[src/rtl/div_pkg.sv]
// Shared constants for the restoring divider: operand width, iteration count
// and the legacy-compatible FSM state encoding.
package div_pkg;

    localparam int OP_W     = 16;
    localparam int ITER_CNT = 16;

    localparam logic [1:0] RESET_ST = 2'd0;
    localparam logic [1:0] IDLE     = 2'd1;
    localparam logic [1:0] ITER     = 2'd2;
    localparam logic [1:0] DONE     = 2'd3;

endpackage

[src/rtl/div_if.sv]
// Byte-wide operand/result handshake shared with the multiplier.
// dout_err exists only when DIV_ZERO_CHECK_EN is defined.
interface div_if;

    logic       din_rdy;
    logic [7:0] din_1;
    logic [7:0] din_2;
    logic [7:0] din_3;
    logic [7:0] din_4;
    logic       dout_rdy;
    logic [7:0] dout_1;
    logic [7:0] dout_2;
    logic [7:0] dout_3;
    logic [7:0] dout_4;
`ifdef DIV_ZERO_CHECK_EN
    logic       dout_err;
`endif

    modport master (
        output din_rdy, din_1, din_2, din_3, din_4,
        input  dout_rdy, dout_1, dout_2, dout_3, dout_4
`ifdef DIV_ZERO_CHECK_EN
        , input dout_err
`endif
    );

    modport slave (
        input  din_rdy, din_1, din_2, din_3, din_4,
        output dout_rdy, dout_1, dout_2, dout_3, dout_4
`ifdef DIV_ZERO_CHECK_EN
        , output dout_err
`endif
    );

endinterface

[src/rtl/div_step.sv]
// One combinational restoring-division step: shift in a dividend bit, try
// subtracting the divisor, keep the difference only if it is non-negative.
module div_step
    import div_pkg::*;
(
    input  logic [OP_W:0]   rem_i,
    input  logic            bit_i,
    input  logic [OP_W-1:0] dvs_i,
    output logic [OP_W:0]   rem_o,
    output logic            q_o
);

    logic [OP_W+1:0] shifted;
    logic [OP_W+1:0] trial;

    // One guard bit above the 17-bit remainder makes the sign test exact.
    always_comb begin
        shifted = {rem_i, bit_i};
        trial   = shifted - {2'b00, dvs_i};
        q_o     = ~trial[OP_W+1];
        rem_o   = q_o ? trial[OP_W:0] : shifted[OP_W:0];
    end

endmodule

[src/rtl/div.sv]
// Sequential 16-bit unsigned restoring divider, one quotient bit per cycle.
// Define DIV_ZERO_CHECK_EN to add dout_err and short-circuit zero divisors.
module div
    import div_pkg::*;
(
    input  logic clk,
    input  logic rst,
    div_if.slave bus
);

    logic [1:0]      state_q, state_d;
    logic [4:0]      count_q, count_d;
    logic [OP_W-1:0] quo_q, quo_d;
    logic [OP_W:0]   rem_q, rem_d;
    logic [OP_W-1:0] dvs_q, dvs_d;
    logic [31:0]     res_q, res_d;
`ifdef DIV_ZERO_CHECK_EN
    logic            err_q, err_d;
`endif

    logic [OP_W:0]   step_rem;
    logic            step_q;
    logic [OP_W-1:0] in_dvd;
    logic [OP_W-1:0] in_dvs;

    assign in_dvd = {bus.din_1, bus.din_2};
    assign in_dvs = {bus.din_3, bus.din_4};

    div_step u_step (
        .rem_i (rem_q),
        .bit_i (quo_q[OP_W-1]),
        .dvs_i (dvs_q),
        .rem_o (step_rem),
        .q_o   (step_q)
    );

    always_comb begin
        state_d = state_q;
        count_d = count_q;
        quo_d   = quo_q;
        rem_d   = rem_q;
        dvs_d   = dvs_q;
        res_d   = res_q;
`ifdef DIV_ZERO_CHECK_EN
        err_d   = err_q;
`endif
        case (state_q)
            RESET_ST: state_d = IDLE;
            IDLE: begin
                if (bus.din_rdy) begin
                    quo_d   = in_dvd;
                    dvs_d   = in_dvs;
                    rem_d   = '0;
                    count_d = 5'(ITER_CNT);
                    state_d = ITER;
`ifdef DIV_ZERO_CHECK_EN
                    err_d   = 1'b0;
                    if (in_dvs == '0) begin
                        count_d = '0;
                        res_d   = {16'hFFFF, in_dvd};
                        err_d   = 1'b1;
                        state_d = DONE;
                    end
`endif
                end
            end
            ITER: begin
                quo_d   = {quo_q[OP_W-2:0], step_q};
                rem_d   = step_rem;
                count_d = count_q - 5'd1;
                // Last step: publish straight from the step outputs.
                if (count_q == 5'd1) begin
                    res_d   = {quo_q[OP_W-2:0], step_q, step_rem[OP_W-1:0]};
                    state_d = DONE;
                end
            end
            DONE:    state_d = IDLE;
            default: state_d = IDLE;
        endcase
    end

    always_ff @(posedge clk or negedge rst) begin
        if (!rst) begin
            state_q <= IDLE;
            count_q <= '0;
            quo_q   <= '0;
            rem_q   <= '0;
            dvs_q   <= '0;
            res_q   <= '0;
`ifdef DIV_ZERO_CHECK_EN
            err_q   <= 1'b0;
`endif
        end else begin
            state_q <= state_d;
            count_q <= count_d;
            quo_q   <= quo_d;
            rem_q   <= rem_d;
            dvs_q   <= dvs_d;
            res_q   <= res_d;
`ifdef DIV_ZERO_CHECK_EN
            err_q   <= err_d;
`endif
        end
    end

    assign bus.dout_rdy = (state_q == DONE);
    assign bus.dout_1   = res_q[31:24];
    assign bus.dout_2   = res_q[23:16];
    assign bus.dout_3   = res_q[15:8];
    assign bus.dout_4   = res_q[7:0];
`ifdef DIV_ZERO_CHECK_EN
    assign bus.dout_err = err_q & (state_q == DONE);
`endif

endmodule

[src/flat_wrapper.sv]
// flat-port wrapper written by rule: the top's interface ports become plain ports
module div_flat import div_pkg::*;
  (clk, rst, bus_din_rdy, bus_din_1, bus_din_2, bus_din_3, bus_din_4, bus_dout_rdy, bus_dout_1, bus_dout_2, bus_dout_3, bus_dout_4);
  div_if bus_i ();
  input  logic clk;
  input  logic rst;
  input wire logic [$bits(bus_i.din_rdy)-1:0] bus_din_rdy;
  input wire logic [$bits(bus_i.din_1)-1:0] bus_din_1;
  input wire logic [$bits(bus_i.din_2)-1:0] bus_din_2;
  input wire logic [$bits(bus_i.din_3)-1:0] bus_din_3;
  input wire logic [$bits(bus_i.din_4)-1:0] bus_din_4;
  output wire logic [$bits(bus_i.dout_rdy)-1:0] bus_dout_rdy;
  output wire logic [$bits(bus_i.dout_1)-1:0] bus_dout_1;
  output wire logic [$bits(bus_i.dout_2)-1:0] bus_dout_2;
  output wire logic [$bits(bus_i.dout_3)-1:0] bus_dout_3;
  output wire logic [$bits(bus_i.dout_4)-1:0] bus_dout_4;
  assign bus_i.din_rdy = bus_din_rdy;
  assign bus_i.din_1 = bus_din_1;
  assign bus_i.din_2 = bus_din_2;
  assign bus_i.din_3 = bus_din_3;
  assign bus_i.din_4 = bus_din_4;
  assign bus_dout_rdy = bus_i.dout_rdy;
  assign bus_dout_1 = bus_i.dout_1;
  assign bus_dout_2 = bus_i.dout_2;
  assign bus_dout_3 = bus_i.dout_3;
  assign bus_dout_4 = bus_i.dout_4;
  div u_core (.clk(clk), .rst(rst), .bus(bus_i));
endmodule
[config.mk]
export PLATFORM = sky130hd
export DESIGN_NAME = div_flat
export DESIGN_NICKNAME = d
export VERILOG_FILES = /design/src/rtl/div_pkg.sv /design/src/rtl/div_if.sv /design/src/rtl/div_step.sv /design/src/rtl/div.sv /design/src/flat_wrapper.sv
export SDC_FILE = /design/constraint.sdc
export NUM_CORES = 1
export LEC_CHECK = 0
export ABC_AREA = 1
export CORE_MARGIN = 2
export CORE_UTILIZATION = 51
export DETAILED_ROUTE_END_ITERATION = 8
export PLACE_DENSITY = 0.87
export SYNTH_ARGS = -nofsm -noshare
export SYNTH_HDL_FRONTEND = slang
export SYNTH_HIERARCHICAL = 1
export SYNTH_SLANG_ARGS = --single-unit
[constraint.sdc]
create_clock -name clk -period 1.8 [get_ports clk]
set_input_delay 0.36 -clock clk [delete_from_list [all_inputs] [get_ports clk]]
set_output_delay 0.36 -clock clk [all_outputs]
set_load 0.1 [all_outputs]
# [After elaboration in Yosys (flattened, before gate mapping)]
# Index checks and enable logic that the tools add are counted.
[totals] out_inout_bits=33 mem_count=0 word_cells=32 ff_bits=88 latch_bits=0 mem_bits_rw=0 mem_bits_ro=0 in_bits=35
[op_classes] magnitude_cmp=0 n_mux=10 n_eq_ne=6 n_div=0 add_sub_neg=2 n_mul=0 n_shift=0 reduce_logical=7 n_bitwise=1
[op_table] operator="2-to-1 mux 17 bit" count=2
[op_table] operator="one-hot mux 17 bit (2 select lines)" count=1
[op_table] operator="one-hot mux 16 bit (2 select lines)" count=1
[op_table] operator="subtractor 18 x 16 -> 18 bit" count=1
[op_table] operator="2-to-1 mux 16 bit" count=1
[op_table] operator="one-hot mux 5 bit (2 select lines)" count=1
[op_table] operator="AND reduction 2 bit" count=4
[op_table] operator="one-hot mux 2 bit (3 select lines)" count=1
[op_table] operator="equality test 5 x 1 -> 1 bit, second input constant" count=1
[op_table] operator="2-to-1 mux 5 bit" count=1
[op_table] operator="subtractor 5 x 1 -> 5 bit, second input constant" count=1
[op_table] operator="equality test 2 bit, second input constant" count=2
[op_table] operator="2-to-1 mux 2 bit" count=2
[op_table] operator="equality test 2 x 1 -> 1 bit, second input constant" count=1
[op_table] operator="logical NOT 2 bit" count=1
[op_table] operator="!= test 2 x 1 -> 1 bit, second input constant" count=1
[op_table] operator="!= test 2 bit, second input constant" count=1
[op_table] operator="nonzero test 2 bit" count=1
[op_table] operator="OR reduction 2 bit" count=1
[op_table] operator="NOT 1 bit" count=1

# [Longest topological paths before layout]
[logic_depth] depth_word=3 mapped_depth=17 mapped_depth_nobuf=16

# [Hierarchy]
# The synthesis kept the hierarchy.
[by_module_without_submodules] module="div" instances=1 cells_per_inst=351 area_each_um2=3698.5
[by_module_without_submodules] module="div_step" instances=1 cells_per_inst=301 area_each_um2=1660.3

# [Worst setup path after synthesis]
# No wires, ideal clock.
[synth_timing] path_type="register to register" startpoint="register u_core.rem_q[6]" endpoint="register u_core.quo_q[0]" path_buffers=1 arrival_time_ps=1864 t_required_ps=1670 setup_ps=130 path_stages_with_launch=17 period_less_slack_ps=1994 slack_ps=-194 path_cell_list="dfrtp_1 ha_1 nand2_2 inv_2 nand2_1 nand2_2 inv_2 nand3_2 nand2_4 nand2_4 nand2_4 buf_8 nand2_1 inv_1 nand2_1 o211ai_1 o21ai_0"
[synth_via] elab_chain_cells=3
[synth_rtl] item="start: declaration" line="div.sv:14" rtl="logic [OP_W:0] rem_q, rem_d;"
[synth_rtl] item="start signal: assignment" line="div.sv:97" rtl="rem_q <= rem_d;"
[synth_rtl] item="subtractor 18 x 16 -> 18 bit" line="div_step.sv:19" rtl="trial = shifted - {2'b00, dvs_i};"
[synth_rtl] item="NOT 1 bit" line="div_step.sv:20" rtl="q_o = ~trial[OP_W+1];"
[synth_rtl] item="net u_core.step_q" line="div.sv:22" rtl="logic step_q;"
[synth_rtl] item="one-hot mux 16 bit (2 select lines)" line="div.sv:47" rtl="case (state_q)"
[synth_rtl] item="end signal: assignment" line="div.sv:96" rtl="quo_q <= quo_d;"
[synth_rtl] item="end: declaration" line="div.sv:13" rtl="logic [OP_W-1:0] quo_q, quo_d;"
# The timed path passes the listed nets, and every way through them passes these cells.
# A chain may end at the register's enable or synchronous reset.

# [Worst setup path in the final report]
[layout_timing] startpoint="register u_core.quo_q[15]" endpoint="register u_core.rem_q[4]"
[layout_via] elab_chain_cells=3
[layout_rtl] item="subtractor 18 x 16 -> 18 bit" line="div_step.sv:19"
[layout_rtl] item="2-to-1 mux 17 bit" line="div_step.sv:21" rtl="rem_o = q_o ? trial[OP_W:0] : shifted[OP_W:0];"
[layout_rtl] item="net u_core.step_rem[4]" line="div.sv:21" rtl="logic [OP_W:0] step_rem;"
[layout_rtl] item="one-hot mux 17 bit (2 select lines)" line="div.sv:47"
# The timed path passes the listed nets, and every way through them passes these cells.

==> key figures <==
Routing
  • M1 WL: 6.93 mm
  • DRT iter0 DRCs: around 670
  • DRT Wirelength: 19.5 mm
  • ANT nets after route: 0
  • Routed wl met3: 1.70 mm
  • Via count: 5602
  • Pre-antenna DRT Iters: 5
  • Via density: 5.97
  • Drt wl/cell: 20.8 um
  • DRC viols: 0
  • DR WL met2: ~9.5 mm
  • Top Metal Used: met4

Clocking
  • Htree depth: 3
  • Worst-path clk slew: 0.10 ns
  • Clock buffers created by TritonCTS: 9
  • Root Driver: clkbuf_8
  • Clock sink count: 88
  • Worst skew pair latency: 0.39 ns
  • Clk buf depth: 2
  • CTS tree: built

Global routing
  • Antenna violations before repair: 0
  • Largest net degree at the start of global routing: 65
  • Vias in the first global route: just over 5000
  • Grt ovf: 0
  • GRT Util Overall: 0.283
  • First-pass GRT wire length: 25.2 mm

Cells and area
  • Share of cells above drive strength 1: 0.428
  • # diodes: 0
  • Final net count: 856
  • Area of the multi-input gates: 3220 um2
  • Final cell count without fillers: 939
  • Fill count: 581
  • Register area: 2210 um2
  • Area grow syn2layout: 49.3%

Synthesis
  • Cells after Synth: ~650
  • Syn nets: 710
  • Post-synth cell types: 39
  • Post-Synth Simple-Gate Area: 0.265
  • Combinational family with the most area after synthesis: simple AND/OR/NAND/NOR gates
  • Post-Synth XOR/XNOR Area: 0.0114
  • Adder-Cell Fraction of Synth Area: 0.0551
  • Register bit total from synthesis: 88
  • Ys Warns: 6
  • EDFF count, synth: 0
  • Complex-gate fraction of the synthesized area: 0.113
  • Syn Area/Cell: 8.22 um2
  • Sequential fraction of the synthesis area: 0.411
  • Syn Std Cell Area: 5360 um2
  • Mux contribution to synthesized area: 0.0336
  • Dominant synthesized flop cell: dfrtp_1
  • Async S/R FF share, synth: 1.00

Status
  • Outcome: complete, but fails checks
  • Failing checks: negative setup slack

Place
  • Post-DP HPWL: around 11 mm
  • Routability cong.: between 0.9 and 1
  • Port bufs: 67
  • Placed insts: about 880

Floorplanning
  • Vert. Die Dim: 107 um
  • Initial Utilization: 0.521
  • Die width: 107 um
  • Die Area: around 11000 um2
  • Num rows: 37
  • IO Count: between 60 and 70
  • Core area: 10300 um2

Timing
  • Endpoints failing setup: 35
  • Final period util: 1.28
  • Final min period: 2.31 ns
  • Max-slew violation count: 0
  • Clock skew: roughly 0.016 ns
  • RSZ-0062 raised after global routing: yes
  • Hold Violations, Final: 0
  • Slew HR: 0.592
  • Worst Slack Setup Final: -0.509 ns
  • Slew @ Worst Pin: ~0.61 ns
  • Max Freq: 433 MHz

Worst setup path
  • Crit path from: u_core/quo_q[15]
  • Critical-path cell list: inv_1, ha_2, fa_2, inv_2, nand2_2, nand2_4, nand2_1, xnor2_1, nand3_1, nand2_2, inv_2, o21ai_1
  • Crit Path Max Fanout: 4
  • R2r setup slk: -0.51 ns
  • Data required, critical path: roughly 2.1 ns
  • RR Endpoint: u_core/rem_q[4]
  • Critical Path End Type: flip-flop
  • Worst Path Class, Setup: flip-flop to flip-flop
  • Startpoint types: flip-flop
  • Worst r2r path cells: 12
  • Setup crit end: u_core/rem_q[4]
  • CP peak stage delay: about 0.42 ns
  • Critical path arrival: 2.61 ns
  • Slowest CP cell: fa_2
  • R2r startpoint: u_core/quo_q[15]

Worst hold path
  • Min-Delay Path Class: primary input to asynchronous set/reset pin

Flow run
  • Max cap viols: 0
[per-stage QoR]
stage | TNS (ns) | utilization | hold WS, ns | cell area (um2) | setup slack [ns]
after CTS | -6.38 | 0.730 | 0.509 | 7500 | -0.213
after detailed placement | -8.09 | 0.678 | 0.385 | 6970 | -0.285
after global routing | -14.14 | 0.779 | 0.539 | 8000 | -0.560
final | -11.95 | 0.779 | 0.497 | 8000 | -0.509
after floorplan | -0.0660 | - | 0.0644 | 5550 | -0.0537
after global placement | -7.29 | 0.678 | 0.373 | 6970 | -0.238
[cell usage after synthesis, drive strengths merged (3+ instances only)]
cell type / number / share of area
nand2: 202 / 0.15
inv: 107 / 0.075
dfrtp: 87 / 0.41
o21ai: 67 / 0.070
nand3: 56 / 0.076
buf: 22 / 0.035
ha: 22 / 0.051
nor2: 20 / 0.019
mux2: 16 / 0.034
o211ai: 15 / 0.030
a21oi: 11 / 0.011
nand4: 6 / 0.0070
or2: 4 / 0.0047
xor2: 4 / 0.0065
xnor2: 3 / 0.0049
[placed cells by master (no fill, tap or decap), drive strengths merged]
| master | n |
|---|---|
| clkbuf | 11 |
| o21ai | 67 |
| buf | 114 |
| nor3 | 1 |
| inv | 110 |
| fa | 1 |
| and2 | 2 |
| bufinv | 1 |
| xor2 | 4 |
| mux2 | 16 |
| clkinvlp | 2 |
| nand3 | 58 |
| or2 | 4 |
| nand2 | 207 |
| nand3b | 2 |
| o211ai | 15 |
| clkdlybuf4s50 | 33 |
| a21oi | 11 |
| o22ai | 1 |
| xnor2 | 3 |
| clkinv | 2 |
| dfstp | 1 |
| nor2 | 20 |
| dlygate4sd3 | 1 |
| nand4 | 6 |
| and3 | 1 |
| ha | 22 |
| dfrtp | 87 |
[kinds of logic (layout without fill, tap and decap cells)]
group / Yosys count / in the layout
buffers and inverters: 130 / 274
XOR/XNOR: 7 / 7
flip-flops: 88 / 88
adder cells (fa/ha/maj): 23 / 23
AND/OR/NAND/NOR: 294 / 301
AO/OA/AOI/OAI: 94 / 94
multiplexers: 16 / 16
[worst min-delay path by stage]
stage                           startpoint                 to  slack, ns  cells past startpoint
after floorplan                        rst  u_core/count_q[0]       0.06                      0
after global placement                 rst    u_core/dvs_q[3]       0.37                      1
after detailed placement               rst   u_core/dvs_q[15]       0.38                      1
after CTS                              rst   u_core/dvs_q[15]       0.51                      2
after global routing      u_core/dvs_q[11]   u_core/dvs_q[11]       0.54                      1
final                                  rst   u_core/dvs_q[15]       0.50                      2
[critical path, delay by kind of cell, from the launching register on]
| kind | cells | cell delay, ns |
|---|---|---|
| adders and majority gates | 2 | 0.62 |
| buffers and inverters | 3 | 0.19 |
| DFF | 1 | 0.38 |
| xor gates and xnor gates | 1 | 0.29 |
| and+or+nand+nor | 5 | 0.55 |
| AOI/OAI and AO/OA | 1 | 0.18 |
[state kept, by name, indices dropped and copies added (netlist names)]
register and count:
u_core/quo_q 16, u_core/dvs_q 16, u_core/count_q 5, u_core/state_q 2, u_core/res_q 32, u_core/rem_q 17
[per-layer routing]
metal,track usage,vias up
met3,0.0423,133
li1,-,2385
met5,0,-
met1,0.350,2685
met4,0.130,0
met2,0.489,399
[area by class of cell]
type	instances	area share
clock inverter	7	0.0109
inverter	108	0.0514
timing repair buffer	150	0.223
sequential	88	0.276
multi-input combinational	441	0.402
clock buffer	9	0.0155
tap	136	0.0213
[what timing repair did]
item,CTS,global route
buffers inserted,16,16
cloned,3,6
pin swaps,31,37
setup endpoints to repair,37,52
hold buffers,1,0
endpoints found under the hold margin,34,0
resized for setup,42,78
Power is not shown: default switching activity piles up to over one toggle a cycle in this logic, so the estimate is an artifact.
